$ cat src/rtl/ddram_arb_pkg.sv
// Shared types and widths for the two-client DDRAM arbiter.
package ddram_arb_pkg;

    localparam int unsigned AW  = 29;
    localparam int unsigned DW  = 64;
    localparam int unsigned BW  = 8;
    localparam int unsigned BEW = DW / 8;

    typedef enum logic [1:0] {
        IDLE,
        OWN,
        WBURST,
        RWAIT
    } state_t;

    // One client's command bundle as presented to the shared port
    typedef struct packed {
        logic [AW-1:0]  addr;
        logic [BW-1:0]  burstcnt;
        logic [DW-1:0]  din;
        logic [BEW-1:0] be;
        logic           rd;
        logic           we;
    } cmd_t;

    // A burst count of zero moves a single beat
    function automatic logic [BW-1:0] eff_burst(input logic [BW-1:0] bc);
        return (bc == '0) ? BW'(1) : bc;
    endfunction

endpackage

$ cat src/rtl/ddram_arb_if.sv
// DDRAM-style Avalon-MM port; master issues commands, slave answers with busy/read data.
interface ddram_arb_if;

    logic                              busy;
    logic [ddram_arb_pkg::BW-1:0]      burstcnt;
    logic [ddram_arb_pkg::AW-1:0]      addr;
    logic                              rd;
    logic                              we;
    logic [ddram_arb_pkg::DW-1:0]      din;
    logic [ddram_arb_pkg::BEW-1:0]     be;
    logic [ddram_arb_pkg::DW-1:0]      dout;
    logic                              dout_ready;

    modport master (
        output burstcnt, addr, rd, we, din, be,
        input  busy, dout, dout_ready
    );

    modport slave (
        input  burstcnt, addr, rd, we, din, be,
        output busy, dout, dout_ready
    );

endinterface

$ cat src/rtl/ddram_arb_rr.sv
// Two-way round-robin picker: the client that did not win last time wins a tie.
module ddram_arb_rr (
    input  logic [1:0] req,
    input  logic       last,
    output logic       grant_c,
    output logic       valid_c
);

    // Winner selection; grant_c is only meaningful while valid_c is high
    always_comb begin
        valid_c = |req;
        grant_c = 1'b0;
        unique case (req)
            2'b01:   grant_c = 1'b0;
            2'b10:   grant_c = 1'b1;
            2'b11:   grant_c = ~last;
            default: grant_c = 1'b0;
        endcase
    end

endmodule

$ cat src/rtl/ddram_arb.sv
// Shares one DDR3 Avalon-MM port between two clients, holding the grant for a
// whole write burst or until every read beat has come back.
module ddram_arb
    import ddram_arb_pkg::*;
(
    input  logic         DDRAM_CLK,
    input  logic         RESET_N,
    ddram_arb_if.slave   c0,
    ddram_arb_if.slave   c1,
    ddram_arb_if.master  ddram
);

    state_t         state_q, state_d;
    logic           owner_q, owner_d;
    logic           last_q,  last_d;
    logic [BW-1:0]  beats_q, beats_d;

    cmd_t           c0_cmd, c1_cmd, own_cmd;
    logic [1:0]     req;
    logic           win;
    logic           win_valid;
    logic           own_req;

    // Read wins over write when a client raises both
    assign c0_cmd = '{addr: c0.addr, burstcnt: c0.burstcnt, din: c0.din, be: c0.be,
                      rd: c0.rd, we: c0.we & ~c0.rd};
    assign c1_cmd = '{addr: c1.addr, burstcnt: c1.burstcnt, din: c1.din, be: c1.be,
                      rd: c1.rd, we: c1.we & ~c1.rd};
    assign own_cmd = owner_q ? c1_cmd : c0_cmd;
    assign own_req = own_cmd.rd | own_cmd.we;
    assign req     = {c1_cmd.rd | c1_cmd.we, c0_cmd.rd | c0_cmd.we};

    // Read data is broadcast; only the ready strobe is steered
    assign c0.dout = ddram.dout;
    assign c1.dout = ddram.dout;

    ddram_arb_rr u_rr (
        .req     (req),
        .last    (last_q),
        .grant_c (win),
        .valid_c (win_valid)
    );

    // State register with synchronous active-low reset
    always_ff @(posedge DDRAM_CLK) begin
        if (!RESET_N) begin
            state_q <= IDLE;
            owner_q <= 1'b0;
            last_q  <= 1'b1;
            beats_q <= '0;
        end else begin
            state_q <= state_d;
            owner_q <= owner_d;
            last_q  <= last_d;
            beats_q <= beats_d;
        end
    end

    // Next-state, command mux and per-client busy/ready steering
    always_comb begin
        state_d          = state_q;
        owner_d          = owner_q;
        last_d           = last_q;
        beats_d          = beats_q;
        ddram.addr       = own_cmd.addr;
        ddram.burstcnt   = own_cmd.burstcnt;
        ddram.din        = own_cmd.din;
        ddram.be         = own_cmd.be;
        ddram.rd         = 1'b0;
        ddram.we         = 1'b0;
        c0.busy          = 1'b1;
        c1.busy          = 1'b1;
        c0.dout_ready    = 1'b0;
        c1.dout_ready    = 1'b0;

        unique case (state_q)
            IDLE: begin
                if (win_valid) begin
                    owner_d = win;
                    last_d  = win;
                    state_d = OWN;
                end
            end

            OWN: begin
                ddram.rd = own_cmd.rd;
                ddram.we = own_cmd.we;
                if (owner_q) c1.busy = ddram.busy;
                else         c0.busy = ddram.busy;
                if (!own_req) begin
                    state_d = IDLE;
                end else if (!ddram.busy) begin
                    if (own_cmd.rd) begin
                        beats_d = eff_burst(own_cmd.burstcnt);
                        state_d = RWAIT;
                    end else if (eff_burst(own_cmd.burstcnt) == BW'(1)) begin
                        state_d = IDLE;
                    end else begin
                        beats_d = eff_burst(own_cmd.burstcnt) - BW'(1);
                        state_d = WBURST;
                    end
                end
            end

            WBURST: begin
                ddram.we = own_cmd.we;
                if (owner_q) c1.busy = ddram.busy;
                else         c0.busy = ddram.busy;
                if (own_cmd.we && !ddram.busy) begin
                    beats_d = beats_q - BW'(1);
                    if (beats_q <= BW'(1)) state_d = IDLE;
                end
            end

            RWAIT: begin
                if (owner_q) c1.dout_ready = ddram.dout_ready;
                else         c0.dout_ready = ddram.dout_ready;
                if (ddram.dout_ready) begin
                    beats_d = beats_q - BW'(1);
                    if (beats_q <= BW'(1)) state_d = IDLE;
                end
            end

            default: state_d = IDLE;
        endcase
    end

endmodule

$ cat src/flat_wrapper.sv
// flat-port wrapper written by rule: the top's interface ports become plain ports
module ddram_arb_flat import ddram_arb_pkg::*;
  (DDRAM_CLK, RESET_N, c0_burstcnt, c0_addr, c0_rd, c0_we, c0_din, c0_be, c0_busy, c0_dout, c0_dout_ready, c1_burstcnt, c1_addr, c1_rd, c1_we, c1_din, c1_be, c1_busy, c1_dout, c1_dout_ready, ddram_burstcnt, ddram_addr, ddram_rd, ddram_we, ddram_din, ddram_be, ddram_busy, ddram_dout, ddram_dout_ready);
  ddram_arb_if c0_i ();
  ddram_arb_if c1_i ();
  ddram_arb_if ddram_i ();
  input  logic DDRAM_CLK;
  input  logic RESET_N;
  input wire logic [$bits(c0_i.burstcnt)-1:0] c0_burstcnt;
  input wire logic [$bits(c0_i.addr)-1:0] c0_addr;
  input wire logic [$bits(c0_i.rd)-1:0] c0_rd;
  input wire logic [$bits(c0_i.we)-1:0] c0_we;
  input wire logic [$bits(c0_i.din)-1:0] c0_din;
  input wire logic [$bits(c0_i.be)-1:0] c0_be;
  output wire logic [$bits(c0_i.busy)-1:0] c0_busy;
  output wire logic [$bits(c0_i.dout)-1:0] c0_dout;
  output wire logic [$bits(c0_i.dout_ready)-1:0] c0_dout_ready;
  input wire logic [$bits(c1_i.burstcnt)-1:0] c1_burstcnt;
  input wire logic [$bits(c1_i.addr)-1:0] c1_addr;
  input wire logic [$bits(c1_i.rd)-1:0] c1_rd;
  input wire logic [$bits(c1_i.we)-1:0] c1_we;
  input wire logic [$bits(c1_i.din)-1:0] c1_din;
  input wire logic [$bits(c1_i.be)-1:0] c1_be;
  output wire logic [$bits(c1_i.busy)-1:0] c1_busy;
  output wire logic [$bits(c1_i.dout)-1:0] c1_dout;
  output wire logic [$bits(c1_i.dout_ready)-1:0] c1_dout_ready;
  output wire logic [$bits(ddram_i.burstcnt)-1:0] ddram_burstcnt;
  output wire logic [$bits(ddram_i.addr)-1:0] ddram_addr;
  output wire logic [$bits(ddram_i.rd)-1:0] ddram_rd;
  output wire logic [$bits(ddram_i.we)-1:0] ddram_we;
  output wire logic [$bits(ddram_i.din)-1:0] ddram_din;
  output wire logic [$bits(ddram_i.be)-1:0] ddram_be;
  input wire logic [$bits(ddram_i.busy)-1:0] ddram_busy;
  input wire logic [$bits(ddram_i.dout)-1:0] ddram_dout;
  input wire logic [$bits(ddram_i.dout_ready)-1:0] ddram_dout_ready;
  assign c0_i.burstcnt = c0_burstcnt;
  assign c0_i.addr = c0_addr;
  assign c0_i.rd = c0_rd;
  assign c0_i.we = c0_we;
  assign c0_i.din = c0_din;
  assign c0_i.be = c0_be;
  assign c0_busy = c0_i.busy;
  assign c0_dout = c0_i.dout;
  assign c0_dout_ready = c0_i.dout_ready;
  assign c1_i.burstcnt = c1_burstcnt;
  assign c1_i.addr = c1_addr;
  assign c1_i.rd = c1_rd;
  assign c1_i.we = c1_we;
  assign c1_i.din = c1_din;
  assign c1_i.be = c1_be;
  assign c1_busy = c1_i.busy;
  assign c1_dout = c1_i.dout;
  assign c1_dout_ready = c1_i.dout_ready;
  assign ddram_burstcnt = ddram_i.burstcnt;
  assign ddram_addr = ddram_i.addr;
  assign ddram_rd = ddram_i.rd;
  assign ddram_we = ddram_i.we;
  assign ddram_din = ddram_i.din;
  assign ddram_be = ddram_i.be;
  assign ddram_i.busy = ddram_busy;
  assign ddram_i.dout = ddram_dout;
  assign ddram_i.dout_ready = ddram_dout_ready;
  ddram_arb u_core (.DDRAM_CLK(DDRAM_CLK), .RESET_N(RESET_N), .c0(c0_i), .c1(c1_i), .ddram(ddram_i));
endmodule
$ cat config.mk
export PLATFORM = sky130hd
export DESIGN_NAME = ddram_arb_flat
export DESIGN_NICKNAME = d
export VERILOG_FILES = /design/src/rtl/ddram_arb_pkg.sv /design/src/rtl/ddram_arb_if.sv /design/src/rtl/ddram_arb_rr.sv /design/src/rtl/ddram_arb.sv /design/src/flat_wrapper.sv
export SDC_FILE = /design/constraint.sdc
export NUM_CORES = 1
export LEC_CHECK = 0
export ABC_CLOCK_PERIOD_IN_PS = 3700
export CORE_AREA = 2 2 205 207
export DETAILED_ROUTE_END_ITERATION = 7
export DIE_AREA = 0 0 207 209
export PLACE_DENSITY = 0.41
export SYNTH_ARGS = -nofsm -noshare
export SYNTH_HDL_FRONTEND = slang
export SYNTH_SLANG_ARGS = --single-unit
$ cat constraint.sdc
create_clock -name DDRAM_CLK -period 3.7 [get_ports DDRAM_CLK]
set_input_delay 0.74 -clock DDRAM_CLK [delete_from_list [all_inputs] [get_ports DDRAM_CLK]]
set_output_delay 0.74 -clock DDRAM_CLK [all_outputs]
set_load 0.1 [all_outputs]
After elaboration in Yosys (flattened, before gate mapping)
Index checks and enable logic that the tools add are counted.
{"block": "op_classes", "n_addsub": 2, "n_lt_le_gt_ge": 1, "n_eq_ne": 13, "n_mux": 29, "bitwise_logic": 8, "n_reduce_logical": 10}
{"operator": "111-bit two-way mux", "n": 1}
{"operator": "8-bit two-way mux", "n": 7}
{"operator": "8-bit one-hot mux with 3 select lines", "n": 1}
{"operator": "2-bit two-way mux", "n": 8}
{"operator": "8-bit by 1-bit subtractor with 8-bit output (second input constant)", "n": 2}
{"operator": "1-bit two-way mux", "n": 10}
{"operator": "2-bit equality test (second input constant)", "n": 4}
{"operator": "8-bit by 1-bit equality test with 1-bit output (second input constant)", "n": 1}
{"operator": "8-bit by 1-bit <= comparator with 1-bit output (second input constant)", "n": 1}
{"operator": "8-bit zero test", "n": 1}
{"operator": "2-bit one-hot mux with 4 select lines", "n": 1}
{"operator": "2-bit != test (second input constant)", "n": 3}
{"operator": "6-bit AND reduction", "n": 1}
{"operator": "2-bit by 1-bit != test with 1-bit output (second input constant)", "n": 2}
{"operator": "4-bit AND reduction", "n": 1}
{"operator": "2-bit OR reduction", "n": 2}
{"operator": "3-bit by 2-bit != test with 1-bit output (second input constant)", "n": 1}
{"operator": "3-bit != test (second input constant)", "n": 1}
{"operator": "1-bit NOT", "n": 3}
{"operator": "1-bit OR", "n": 3}
{"operator": "3-bit nonzero test", "n": 1}
{"operator": "1-bit AND", "n": 2}
{"operator": "2-bit by 1-bit equality test with 1-bit output (second input constant)", "n": 1}
{"operator": "2-bit zero test", "n": 1}
{"operator": "4 further kinds", "n": 4}
{"block": "totals", "ff_bits": 12, "inputBits": 290}

Logic depth before layout (Yosys ltp)
{"block": "logic_depth", "depth_word": 11, "ltp_mapped": 14}

Modules after synthesis
From an unflattened synthesis, not the netlist that was laid out.
{"block": "hier_totals", "hier_cells": 422, "hier_area_um2": 3579.7}
{"mod": "ddram_arb", "instances": 1, "cells_each": 420, "area_each_um2": 3565.9, "seq_area_each_um2": 240.2}
{"mod": "ddram_arb_rr", "instances": 1, "cells_each": 2, "area_each_um2": 13.8, "seq_area_each_um2": 0.0}

Worst setup path before layout
Ideal clock, no wire load.
{"block": "synth_path", "path_kind": "register to output", "startpoint": "register u_core.owner_q", "endpoint": "output c0_dout_ready", "arrival_ps": 2478, "setup_slack_ps": 482, "path_stages_with_launch": 7, "n_path_buf": 5, "path_cell_list": "dfxtp_1 -> buf_6 -> buf_6 -> clkbuf_1 -> clkbuf_1 -> buf_1 -> nor2_1"}
{"block": "synth_between", "elab_chain_len": 2}
{"element": "from (decl)", "line": "ddram_arb.sv:14", "source": "logic owner_q, owner_d;"}
{"element": "from (signal assigned)", "line": "ddram_arb.sv:53", "source": "owner_q <= owner_d;"}
{"element": "1-bit two-way mux", "line": "ddram_arb.sv:116", "source": "if (owner_q) c1.dout_ready = ddram.dout_ready;"}
{"element": "1-bit two-way mux", "line": "ddram_arb.sv:76", "source": "unique case (state_q)"}
{"element": "to (decl)", "line": "flat_wrapper.sv:17", "source": "output wire logic [$bits(c0_i.dout_ready)-1:0] c0_dout_ready;"}
Every way passes these cells.

Final worst setup path
{"block": "layout_path", "startpoint": "input c1_burstcnt[6]", "endpoint": "register u_core.beats_q[1]"}
{"block": "layout_between", "elab_chain_len": 9, "elab_cells_between_ends": 12}
{"element": "from (decl)", "line": "flat_wrapper.sv:18", "source": "input wire logic [$bits(c1_i.burstcnt)-1:0] c1_burstcnt;"}
{"element": "111-bit two-way mux *", "line": "ddram_arb.sv:29", "source": "assign own_cmd = owner_q ? c1_cmd : c0_cmd;"}
{"element": "8-bit zero test", "line": "ddram_arb_pkg.sv:28", "source": "return (bc == '0) ? BW'(1) : bc;"}
{"element": "8-bit two-way mux *", "line": "ddram_arb_pkg.sv:28"}
{"element": "8-bit by 1-bit subtractor with 8-bit output", "line": "ddram_arb.sv:99", "source": "beats_d = eff_burst(own_cmd.burstcnt) - BW'(1);"}
{"element": "8-bit two-way mux", "line": "ddram_arb.sv:96", "source": "end else if (eff_burst(own_cmd.burstcnt) == BW'(1)) begin"}
{"element": "8-bit two-way mux", "line": "ddram_arb.sv:93", "source": "if (own_cmd.rd) begin"}
{"element": "8-bit two-way mux", "line": "ddram_arb.sv:92", "source": "end else if (!ddram.busy) begin"}
{"element": "8-bit two-way mux", "line": "ddram_arb.sv:90", "source": "if (!own_req) begin"}
{"element": "8-bit one-hot mux with 3 select lines", "line": "ddram_arb.sv:76"}
{"element": "to (signal assigned)", "line": "ddram_arb.sv:55", "source": "beats_q <= beats_d;"}
{"element": "to (decl)", "line": "ddram_arb.sv:16", "source": "logic [BW-1:0] beats_q, beats_d;"}
Every way passes the cells marked *; elsewhere a longest branch is shown, timed or not. The select of a mux whose other input is x is not followed.
A chain may end at the register's enable or synchronous reset.

==> impl_metrics.csv <==
group,metric,value,unit
status,status,"finished, final reports clean",
synthesis,syn_inst,406,
synthesis,async_flop_share,0,%
power,power-per-cell-area,545,nW/um^2
synthesis,yosysTopAreaCell,"mux2_2",
clock_network,cts_tree,"yes",
clock_network,clkTransAtPathRegs,0.04,ns
global_route,track_usage,7.75,%
min_path,hp-class,"reg -> reg",
detailed_routing,first_pass_iters,4,
critical_path,r2r_cells,14,
synthesis,ys_top_cells_by_area,"mux2_2 (35%), buf_4 (28%), dfxtp_1 (7.0%)",
timing,tightest_slew,1.09,ns
placed_design,hpwlAfterDp,15.8,mm
power,p_leak,0.00237,uW
critical_path,critPathLaunchType,"input port",
clock_network,post_cts_buffers,0,
die,ios,533,
critical_path,cp_max_fo,16,
clock_network,cts_max_path_buffers,2,
final_layout,diodes,0,
detailed_routing,drt_iter0_drc,111,
placed_design,port-buffer-count,340,
die,core-area,41300,um^2
synthesis,synth_nets,705,
global_route,antenna_found_initial,1,
timing,rsz0062_at_grt,"false",
critical_path,criticalPathCategory,"in -> reg",
synthesis,synthTopCellsByCount,"buf_4 (128), mux2_2 (107), nor2_1 (16)",
timing,hold_viol,0,
synthesis,yosysSeqAreaShare,7.04,%
final_layout,nNetsFinal,911,
clock_network,cts_sinks,12,
timing,finalSetupViolations,0,
detailed_routing,drc,0,
synthesis,ys_seq_elements,12,
timing,clock_skew,0.00405,ns
die,dieWidth,207,um
synthesis,synth_top_flop_cell,"dfxtp_1",
timing,period_share,89.7,%
synthesis,ys_warn_count,0,
global_route,grt_pass1_vias,3960,
die,dieHeight,209,um
synthesis,synth.most_common_cell,"buf_4",
detailed_routing,avgRoutedWirePerCell,15.4,um
clock_network,cts-root-buf,"clkbuf_16",
critical_path,required,3.85,ns
synthesis,synth_area,3410,um^2
timing,clock.fmax,0.301,GHz
placed_design,gp_congestion,0.764,
critical_path,cp-endpoint,"u_core.beats_q[1]",
die,die-area,43300,um^2
final_layout,utilization,15.3,%
timing,maxSlewHeadroom,27.2,%
critical_path,startpoint,"c1_burstcnt[6]",
critical_path,worst_ep_arrival_time,3.47,ns
synthesis,synth_edf_count,0,
power,ir_drop,0.232,mV
clock_network,clk-insertion-delay-late,0.25,ns
timing,maxSlewViolCount,0,
critical_path,endpoint_kind,"flip-flop",
die,rows,75,
detailed_routing,ant_nets,0,
global_route,grt_overflow,0,
clock_network,cts_resized,0,
clock_network,cts_hold_buf,0,
synthesis,syn_area_per_cell,8.40,um^2
clock_network,htreeDepth,1,
detailed_routing,finalWirelength,17.7,mm
die,start_util,8.26,%
final_layout,synthToLayoutAreaGrowth,85.8,%
critical_path,rr_endpoint,"u_core.beats_q[1]",
final_layout,drive_gt1_share,39.4,%
job,max-cap-violations,0,
critical_path,r2r-start,"u_core.owner_q",
timing,tns,0,ns
global_route,grt_max_degree,58,
detailed_routing,num_vias,3597,
clock_network,numCtsBuffers,3,
synthesis,ys_types,45,
global_route,grt_pass1_wl,25.2,mm
timing,period_needed,3.32,ns
detailed_routing,viasPerCell,3.13,
critical_path,r2r_slack,0.75,ns
synthesis,synth_top_area_share,35.3,%
-- worst max-delay path, stage by stage --
cell and delay (ns):
clkdlybuf4s50_1 0.42, or3b_1 0.43, a222oi_1 0.33, buf_4 0.19, a21oi_2 0.08, inv_1 0.07
ha_1 0.13, inv_1 0.04, a211oi_1 0.17, buf_4 0.16, a211oi_1 0.08, o21ai_2 0.19
buf_12 0.16, nor3_1 0.06, a211oi_1 0.21
-- power by group --
group	switching (uW)	leakage [uW]	internal (uW)
clock network	62.3	0.0000442	164
registers	54.5	0.0000993	174
logic	2110	0.00223	888
-- flip-flops by register name, summed over array words and instances (netlist names) --
| register | cells |
|---|---|
| u_core.beats_q | 8 |
| u_core.last_q | 1 |
| u_core.owner_q | 1 |
| u_core.state_q | 2 |
-- kinds of logic (layout without fill, tap and decap cells) --
family          Yosys count  count (layout)  synth area share [%]
buf+inv                 159             364                  32.1
mux                     112             112                  36.8
simple gates             65              65                  10.1
compound gates           43              43                  8.88
flops                    12              12                  7.04
fa+ha+maj                 9               9                  3.30
xor+xnor                  6               6                  1.76
-- worst min path at each step --
stage | from | slack, ns | end | cells after the start
finish | u_core.last_q | 0.50 | u_core.last_q | 1
global route | u_core.last_q | 0.50 | u_core.last_q | 1
CTS | u_core.last_q | 0.50 | u_core.last_q | 1
detailed placement | u_core.last_q | 0.48 | u_core.last_q | 1
global placement | u_core.beats_q[7] | 0.49 | u_core.beats_q[7] | 2
floorplan | u_core.beats_q[7] | 0.45 | u_core.beats_q[7] | 2
-- metrics by stage --
step                instance area [um^2]  setup slack (ns)  hold WS (ns)  instances  power, uW
floorplan                           3410             0.482         0.454        406       3120
global placement                    6250             0.181         0.486       1146       3260
detailed placement                  6250            0.0954         0.482       1146       3260
CTS                                 6340             0.353         0.496       1150       3500
global route                        6340             0.199         0.503       1150       3610
finish                              6340             0.382         0.500       1150       3450
-- cell usage in the layout, fill, tap and decap left out, drive strengths merged, types with 2 or more instances in the layout --
cell and n:
a2111oi 2, a211oi 7, a21oi 12, and3 3, buf 122, clkbuf 4
clkdlybuf4s50 225, dfxtp 12, ha 9, inv 12, mux2 107, mux2i 5
nand2 13, nand2b 4, nand3b 2, nand4 2, nor2 16, nor3 7
nor3b 4, o211ai 4, o21ai 6, o31ai 4, o32ai 3, or2 2
or3 4, or3b 4, xnor2 4, xor2 2
-- area by class of cell --
type | count | area, um^2
Fill cell | 4685 | 35000
Clock buffer | 4 | 88.8
Sequential cell | 12 | 244
Multi-Input combinational cell | 235 | 2070
Inverter | 13 | 48.8
Tap cell | 539 | 674
Timing Repair Buffer | 347 | 3210
-- routing by layer --
layer	routed length (um)	vias to the layer above	share of wire, %	global-route usage, %
met3	1470	12	8.3	2.42
li1	-	1701	-	-
met2	9210	235	52	14.5
met1	6890	1649	39	8.60
met4	146	0	0.82	1.45
met5	0	-	0	0
(Power assumes the default switching activity.)
